### src/rtl/sha256_pkg.sv
// Shared SHA-256 definitions: block-type codes, pad FSM states, length limits and the IV.
package sha256_pkg;

    localparam int MAX_LEN = 119;

    // Longest message whose 0x80 marker and length field still fit in one block.
    localparam logic [6:0] ONE_BLK_MAX = 7'd55;

    localparam logic [1:0] HASH        = 2'd0;
    localparam logic [1:0] MERKLE_LEAF = 2'd1;
    localparam logic [1:0] HEADER      = 2'd2;

    typedef enum logic [1:0] {
        COLLECT = 2'd0,
        PAD     = 2'd1,
        START   = 2'd2,
        BUSY    = 2'd3
    } pad_state_t;

    localparam logic [255:0] SHA256_IV = {
        32'h6a09e667, 32'hbb67ae85, 32'h3c6ef372, 32'ha54ff53a,
        32'h510e527f, 32'h9b05688c, 32'h1f83d9ab, 32'h5be0cd19
    };

endpackage

### src/rtl/sha256_byte_packer.sv
// 128-byte big-endian message buffer: byte writes, clear, and padding insertion.
module sha256_byte_packer
    import sha256_pkg::*;
(
    input  logic          CLK,
    input  logic          nreset,
    input  logic          clr,
    input  logic          wr_en,
    input  logic [6:0]    wr_idx,
    input  logic [7:0]    wr_data,
    input  logic          pad_en,
    input  logic [6:0]    pad_len,
    output logic [1023:0] buf_q,
    output logic [1023:0] pad_view
);

    logic [9:0]  wr_hi;
    logic [9:0]  pad_hi;
    logic [63:0] len_bits;

    // Byte n of the buffer occupies bits [1023-8n -: 8].
    assign wr_hi    = 10'd1023 - {wr_idx, 3'b000};
    assign pad_hi   = 10'd1023 - {pad_len, 3'b000};
    assign len_bits = {54'd0, pad_len, 3'b000};

    // The padded view is combinational so the first block can be loaded on the same edge the pad is stored.
    always_comb begin
        pad_view = buf_q;
        pad_view[pad_hi -: 8] = 8'h80;
        if (pad_len <= ONE_BLK_MAX) begin
            pad_view[575:512] = len_bits;
        end else begin
            pad_view[63:0] = len_bits;
        end
    end

    always_ff @(posedge CLK or negedge nreset) begin
        if (!nreset) begin
            buf_q <= '0;
        end else if (clr) begin
            buf_q <= '0;
        end else if (pad_en) begin
            buf_q <= pad_view;
        end else if (wr_en) begin
            buf_q[wr_hi -: 8] <= wr_data;
        end
    end

endmodule

### src/rtl/sha256_msg_pad.sv
// Byte-stream front end for the SHA-256 core: collects, pads and sequences 1- or 2-block messages.
// Build option SHA256_MSG_PAD_DOUBLE_EN hashes the first digest again (double SHA-256).
//
// state   | meaning
// COLLECT | accepting message bytes
// PAD     | insert 0x80 and length, load block 0
// START   | one-cycle start pulse to the core
// BUSY    | waiting for blk_done
module sha256_msg_pad
    import sha256_pkg::*;
(
    input  logic         CLK,
    input  logic         nreset,
    input  logic [7:0]   in_data,
    input  logic         in_valid,
    input  logic         in_last,
    output logic         in_ready,
    output logic         start,
    output logic [511:0] msg,
    output logic [1:0]   blk_type,
    input  logic         blk_done,
    input  logic [255:0] hash,
    output logic [255:0] digest,
    output logic         digest_valid,
    output logic         err
);

    pad_state_t    state_q, state_d;
    logic [6:0]    cnt_q;
    logic [6:0]    len_q;
    logic          ovf_q;
    logic          second_q;
    logic          accept;
    logic          ovf_hit;
    logic          blk_first;
    logic          blk_last;
    logic          blk_final;
    logic          rehash;
    logic          wr_en;
    logic          pad_en;
    logic          buf_clr;
    logic [1023:0] buf_q;
    logic [1023:0] pad_view;

    assign in_ready  = (state_q == COLLECT);
    assign start     = (state_q == START);
    assign accept    = in_valid & in_ready;
    assign ovf_hit   = ovf_q | (cnt_q == 7'(MAX_LEN));
    assign blk_first = (state_q == BUSY) & blk_done & (blk_type == HEADER) & ~second_q;
    assign blk_last  = (state_q == BUSY) & blk_done & ~blk_first;

`ifdef SHA256_MSG_PAD_DOUBLE_EN
    logic pass2_q;
    assign rehash = blk_last & ~pass2_q;
`else
    assign rehash = 1'b0;
`endif
    assign blk_final = blk_last & ~rehash;

    always_ff @(posedge CLK or negedge nreset) begin
        if (!nreset) begin
            state_q <= COLLECT;
        end else begin
            state_q <= state_d;
        end
    end

    always_comb begin
        state_d = state_q;
        wr_en   = 1'b0;
        pad_en  = 1'b0;
        buf_clr = 1'b0;
        case (state_q)
            COLLECT: begin
                wr_en = accept & ~ovf_q;
                if (accept && in_last) begin
                    if (ovf_hit) begin
                        buf_clr = 1'b1;
                    end else begin
                        state_d = PAD;
                    end
                end
            end
            PAD: begin
                pad_en  = 1'b1;
                state_d = START;
            end
            START: begin
                state_d = BUSY;
            end
            BUSY: begin
                if (rehash) begin
                    state_d = START;
                end else if (blk_final) begin
                    buf_clr = 1'b1;
                    state_d = COLLECT;
                end
            end
            default: state_d = COLLECT;
        endcase
    end

    always_ff @(posedge CLK or negedge nreset) begin
        if (!nreset) begin
            cnt_q        <= '0;
            len_q        <= '0;
            ovf_q        <= 1'b0;
            second_q     <= 1'b0;
            msg          <= '0;
            blk_type     <= HASH;
            digest       <= '0;
            digest_valid <= 1'b0;
            err          <= 1'b0;
`ifdef SHA256_MSG_PAD_DOUBLE_EN
            pass2_q      <= 1'b0;
`endif
        end else begin
            digest_valid <= 1'b0;
            err          <= 1'b0;
            if (accept) begin
                if (in_last && ovf_hit) begin
                    err   <= 1'b1;
                    cnt_q <= '0;
                    ovf_q <= 1'b0;
                end else if (in_last) begin
                    len_q <= cnt_q + 7'd1;
                end else if (!ovf_q) begin
                    if (cnt_q == 7'(MAX_LEN)) begin
                        ovf_q <= 1'b1;
                    end else begin
                        cnt_q <= cnt_q + 7'd1;
                    end
                end
            end
            if (state_q == PAD) begin
                msg      <= pad_view[1023:512];
                blk_type <= (len_q <= ONE_BLK_MAX) ? HASH : HEADER;
                second_q <= 1'b0;
`ifdef SHA256_MSG_PAD_DOUBLE_EN
                pass2_q  <= 1'b0;
`endif
            end
            if (blk_first) begin
                msg      <= buf_q[511:0];
                second_q <= 1'b1;
            end
`ifdef SHA256_MSG_PAD_DOUBLE_EN
            // Second pass hashes the 32-byte first digest as a single padded block.
            if (rehash) begin
                msg      <= {hash, 8'h80, 184'd0, 64'd256};
                blk_type <= HASH;
                pass2_q  <= 1'b1;
            end
`endif
            if (blk_final) begin
                digest       <= hash;
                digest_valid <= 1'b1;
                cnt_q        <= '0;
            end
        end
    end

    sha256_byte_packer u_packer (
        .CLK      (CLK),
        .nreset   (nreset),
        .clr      (buf_clr),
        .wr_en    (wr_en),
        .wr_idx   (cnt_q),
        .wr_data  (in_data),
        .pad_en   (pad_en),
        .pad_len  (len_q),
        .buf_q    (buf_q),
        .pad_view (pad_view)
    );

endmodule

### config.mk
export PLATFORM = sky130hd
export DESIGN_NAME = sha256_msg_pad
export DESIGN_NICKNAME = d
export VERILOG_FILES = /design/src/rtl/sha256_pkg.sv /design/src/rtl/sha256_byte_packer.sv /design/src/rtl/sha256_msg_pad.sv
export SDC_FILE = /design/constraint.sdc
export NUM_CORES = 2
export LEC_CHECK = 0
export BUFFER_PORTS_ARGS = -buffer_cell sky130_fd_sc_hd__buf_4
export CORE_MARGIN = 8
export CORE_UTILIZATION = 37
export DETAILED_ROUTE_END_ITERATION = 16
export GPL_TIMING_DRIVEN = 0
export PLACE_DENSITY = 0.61
export SYNTH_ARGS = -nofsm -noshare
export SYNTH_HDL_FRONTEND = slang
export SYNTH_HIERARCHICAL = 1
export SYNTH_SLANG_ARGS = --single-unit
### constraint.sdc
create_clock -name CLK -period 4.4 [get_ports CLK]
set_clock_uncertainty 0.1 [all_clocks]
set_input_delay 0.88 -clock CLK [delete_from_list [all_inputs] [get_ports CLK]]
set_output_delay 0.88 -clock CLK [all_outputs]
set_load 0.01 [all_outputs]
* Word level (Yosys, flattened, before mapping)
Index checks and enable logic that the tools add are counted.
** Word-level totals
- Input bits :: 269
- Bits in registers :: 1814
- Output and inout port bits :: 774
** Operators by class
- Equal/unequal tests :: 12
- Bitwise operators :: 11
- Magnitude comparators :: 1
- Mux-type cells :: 34
- Reductions and logical operators :: 10
- Add/sub/neg operators :: 5
- Shifts and indexed selects :: 4
** Operator list (count)
- $mux W1024 :: 3
- $shift A8 B12 Y1031 const A :: 2
- $bwmux W1024 :: 2
- $shiftx A8 B12 Y1031 :: 1
- $shiftx A8 B12 Y1031 const A :: 1
- $mux W512 :: 2
- $mux W64 :: 2
- $mux W7 :: 6
- $neg A10 Y12 :: 2
- $sub A10 B10 Y10 const A :: 2
- $mux W1 :: 13
- $mux W2 :: 4
- $pmux W2 S4 :: 1
- $add A7 B1 Y7 const B :: 1
- $eq A7 B7 Y1 const B :: 1
- $le A7 B6 Y1 const B :: 1
- $and A1 B1 Y1 :: 6
- $eq A2 B2 Y1 const B :: 3
- $ne A3 B1 Y1 const B :: 2
- $reduce_and A3 Y1 :: 2
- $ne A2 B1 Y1 const B :: 2
- $ne A2 B2 Y1 const B :: 2
- $not A1 Y1 :: 4
- $reduce_and A4 Y1 :: 1
- other kinds (9) :: 11

* Logic depth before layout (Yosys ltp)
- Word-level depth :: 9
- Gate-level depth with buffers :: 14

* By module
The synthesis kept the hierarchy.
** By module, submodules not included
- sha256_byte_packer :: area an instance 50382.1 um^2, cells each 4887, instances 1
- sha256_msg_pad :: area an instance 34210.3 um^2, cells each 3424, instances 1

* Least setup slack after synthesis
Ideal clock, no wire load.
- Kind :: input -> register
- From :: in blk_done
- To :: reg u_packer.buf_q[269]
- Slack :: 1.145 ns
- Library setup time :: 0.121 ns
- Data arrival time :: 3.034 ns
- Required time :: 4.179 ns
- Path buffers :: 4
- Stages on the path :: 12
- Cell sequence :: and2_4 nand2_2 inv_2 buf_2 o21ba_2 or2_1 buf_2 nor2_2 buf_2 nor2_1 clkbuf_1 a22o_1
** Between the ends
- Cells in the longest elaborated chain, start to end :: 8
- Elaborated cells on any way between the ends :: 9
- Classes of those cells :: 3 x mux; 5 x bitwise; 1 x reduce/logical
** RTL lines
- start, declared :: RTL line sha256_msg_pad.sv:21 : input logic blk_done,
- $and A1 B1 Y1 (*) :: RTL line sha256_msg_pad.sv:49, sha256_msg_pad.sv:50
- $and A1 B1 Y1 (2 in series) :: RTL line sha256_msg_pad.sv:49 : assign blk_first = (state_q == BUSY) & blk_done & (blk_type == HEADER) & ~second_q;
- $not A1 Y1 :: RTL line sha256_msg_pad.sv:50 : assign blk_last = (state_q == BUSY) & blk_done & ~blk_first;
- $and A1 B1 Y1 (*) :: RTL line sha256_msg_pad.sv:50
- $mux W1 (*) :: RTL line sha256_msg_pad.sv:94 : end else if (blk_final) begin
- $pmux W1 S2 (*) :: RTL line sha256_msg_pad.sv:73 : case (state_q)
- net buf_clr :: RTL line sha256_msg_pad.sv:41 : logic buf_clr;
- $reduce_bool A3 Y1 (no source line) / $mux W1024 (equally long branches)
- end signal, assigned :: RTL line sha256_byte_packer.sv:43 : buf_q <= pad_view;
- end signal, assigned by index :: RTL line sha256_byte_packer.sv:45 : buf_q[wr_hi -: 8] <= wr_data;
- end, declared :: RTL line sha256_byte_packer.sv:13 : output logic [1023:0] buf_q,
The timed path passes the listed nets; every way through them passes the cells marked *.
A chain may end at the register's enable or synchronous reset.

* Final worst setup path
- From :: reg state_q[1]
- To :: reg u_packer.buf_q[95]
** Between the ends
- Elaborated cells on any way between the ends :: 19
- Classes of those cells :: 2 x eq/ne; 7 x mux; 7 x bitwise; 3 x reduce/logical
** RTL lines
- start, declared :: RTL line sha256_msg_pad.sv:28 : pad_state_t state_q, state_d;
- start signal, assigned :: RTL line sha256_msg_pad.sv:64 : state_q <= state_d;
- $eq A2 B1 Y1 (*) :: RTL line sha256_msg_pad.sv:73
- $mux W1 (*) :: RTL line sha256_msg_pad.sv:73
- net pad_en :: RTL line sha256_msg_pad.sv:40 : logic pad_en;
- $mux W1024 :: RTL line sha256_byte_packer.sv:42 : end else if (pad_en) begin
- $mux W1024 :: RTL line sha256_byte_packer.sv:40 : end else if (clr) begin
Marked as above.

==> metrics.txt <==
Final Hold Vio Count 0; cells along the critical path inv_1 > ha_1 > buf_2 > inv_2 > buf_2 > nand4_1 > nor3_1 > nand3_1 > a211oi_1; Crit path top cell by count buf_2; CP arrival 5.27 ns; share of cells above drive strength 1 21.9%; die area 0.235 sq mm; Leakage 0.0495 uW; Core Area 0.219 sq mm; CTS tree built; first-pass GRT wire length 638000 microns; number of I/O pins 1043; critical path capture point type flop; synthesized area per cell 10.5 sq um; 1st-pass router iterations 10; worst slew pin tran 1.60 ns; # setup viols final 143; largest net degree at the start of global routing 167; Via-to-Cell Ratio 6.10; CP top delay family simple AND/OR/NAND/NOR gates; # placed instances 11735; failing checks capacitance limit, slew limit, setup timing; worst skew pair latency 0.88 ns; total clock sinks 1813; Cell Area, Synth 0.0814 sq mm; area delta synth->final 24.4%; RSZ-0062 raised after global routing yes; CTS root buf clkbuf_16; Tot Pwr 75500 uW; maximum clock frequency 0.217 GHz; routability congestion estimate 1.08; antenna violations before repair 62; Gate Count Post-Synth 7791; CTS Buf Count 199; DR iter-0 viols 8826; outcome finished, violations left; row cnt 172; Die Wd 485 microns; Critical Path Slowest Stage Cell nor3_1; Die Y 485 microns; Setup CP Type flop to flop; wirelength, routed 476000 microns; max_slew headroom -6.37%; worst slack, placed -1.71 ns; worst setup path startpoint state_q[1]; WP buf/inv 4; I/O Buffers 1039; effective utilization at floorplan 37.1%; final std cells w/o fill 12170; Final period util 105%; post-route ant nets 0; Hold Slack 0.0657 ns; Reg clk slew, reported paths 0.07 ns; Total Neg Setup Slack -8.54 ns; crit path time final 4.60 ns; CTS max path bufs 3; DR DRC count 0; Hold Crit Start hash[39]; Detail Placement HPWL 369000 microns; Final Max Tran Viols 44; routed vias 74254; R2R Path Start state_q[1]; slowest stage delay, CP 1.18 ns; vias in the first global route 73233; worst hold path type primary input to flop; syn nets 8066; yosys warns 6; Max-Cap Viols 5; Total GRT Usage 38.9%; final net count 9353; WL/cell 39.1 microns; Worst VDD drop 0.422 mV; H-tree depth 4; startpoint types flop; pwr dens 745 mW/mm^2; fin worst setup slack -0.204 ns; Worst EP required 5.07 ns; GR Overflow Total 0; critical-path maximum fanout 10
## report_power, final
part           internal, uW  leakage, uW  total, uW  switching (uW)
combinational         10400       0.0217      33200           22800
sequential            20900       0.0244      24500            3630
clock                 10200      0.00342      17800            7530
total                 41500       0.0495      75500           34000
## flip-flops by register name, indices dropped and copies added (netlist names)
register / count
err: 1
blk_type: 1
cnt_q: 7
msg: 512
len_q: 7
u_packer/buf_q: 1024
ovf_q: 1
digest: 256
second_q: 1
digest_valid: 1
state_q: 2
## cell type report
class	instances	area (sq um)
Antenna cell	55	138
Inverter	30	113
Buffer	547	2850
Tap cell	2871	3590
Clock buffer	286	5860
Clock inverter	81	1060
Fill cell	20977	118000
Timing Repair Buffer	1087	8800
Sequential cell	1813	45400
Multi-Input combinational cell	5400	33500
## path summary, 6_finish.rpt
check | to | slack [ns] | cells after the start
setup / recovery | u_packer/buf_q[95] | -0.20 | 9
hold / removal | digest[39] | 0.07 | 3
setup reg to reg | u_packer/buf_q[95] | -0.20 | 9
hold reg to reg | u_packer/buf_q[984] | 0.37 | 2
max in group asynchronous | digest[194] | 0.63 | 8
min in group asynchronous | u_packer/buf_q[392] | 0.60 | 3
## stage by stage
step	area (sq um)	utilization, %
global route	101000	46.1
CTS	101000	46.1
floorplan	81400	-
global placement	92800	42.3
finish	101000	46.2
detailed placement	93700	42.7
## worst min-delay path, delay by kind of cell
kind	cells	cell delay [ns]
AND/OR/NAND/NOR	2	0.08
buffers and inverters	1	0.08
## layout by cell type (no fill, tap or decap), types with 110 or more instances in the layout
master / instances
dfrtp_1: 1813
buf_4: 1068
and2_1: 321
nand2_1: 1028
nor2_1: 903
clkbuf_1: 169
a22o_1: 750
nor3_1: 143
mux2i_1: 520
o21ai_0: 110
nor2b_1: 166
a21oi_1: 598
clkbuf_16: 203
buf_2: 283
## per-layer routing
metal  part of all wire (%)  GRT usage, %  vias up
met3                     12          15.3     1221
met1                     36          45.3    38017
met5                  0.062        0.0204        -
met4                    7.5          23.3       40
met2                     45          60.8     4717
li1                       -             -    30259
## timing repair
item                       in CTS  in global routing
resized for setup              80                 42
buffers inserted                6                  1
gates cloned                    1                  1
hold buffers                    4                  0
setup endpoints to repair    1021                446
pin swaps                       3                  1
hold endpoints to repair       81                  0
No activity file was read; power rests on OpenSTA's default activity.
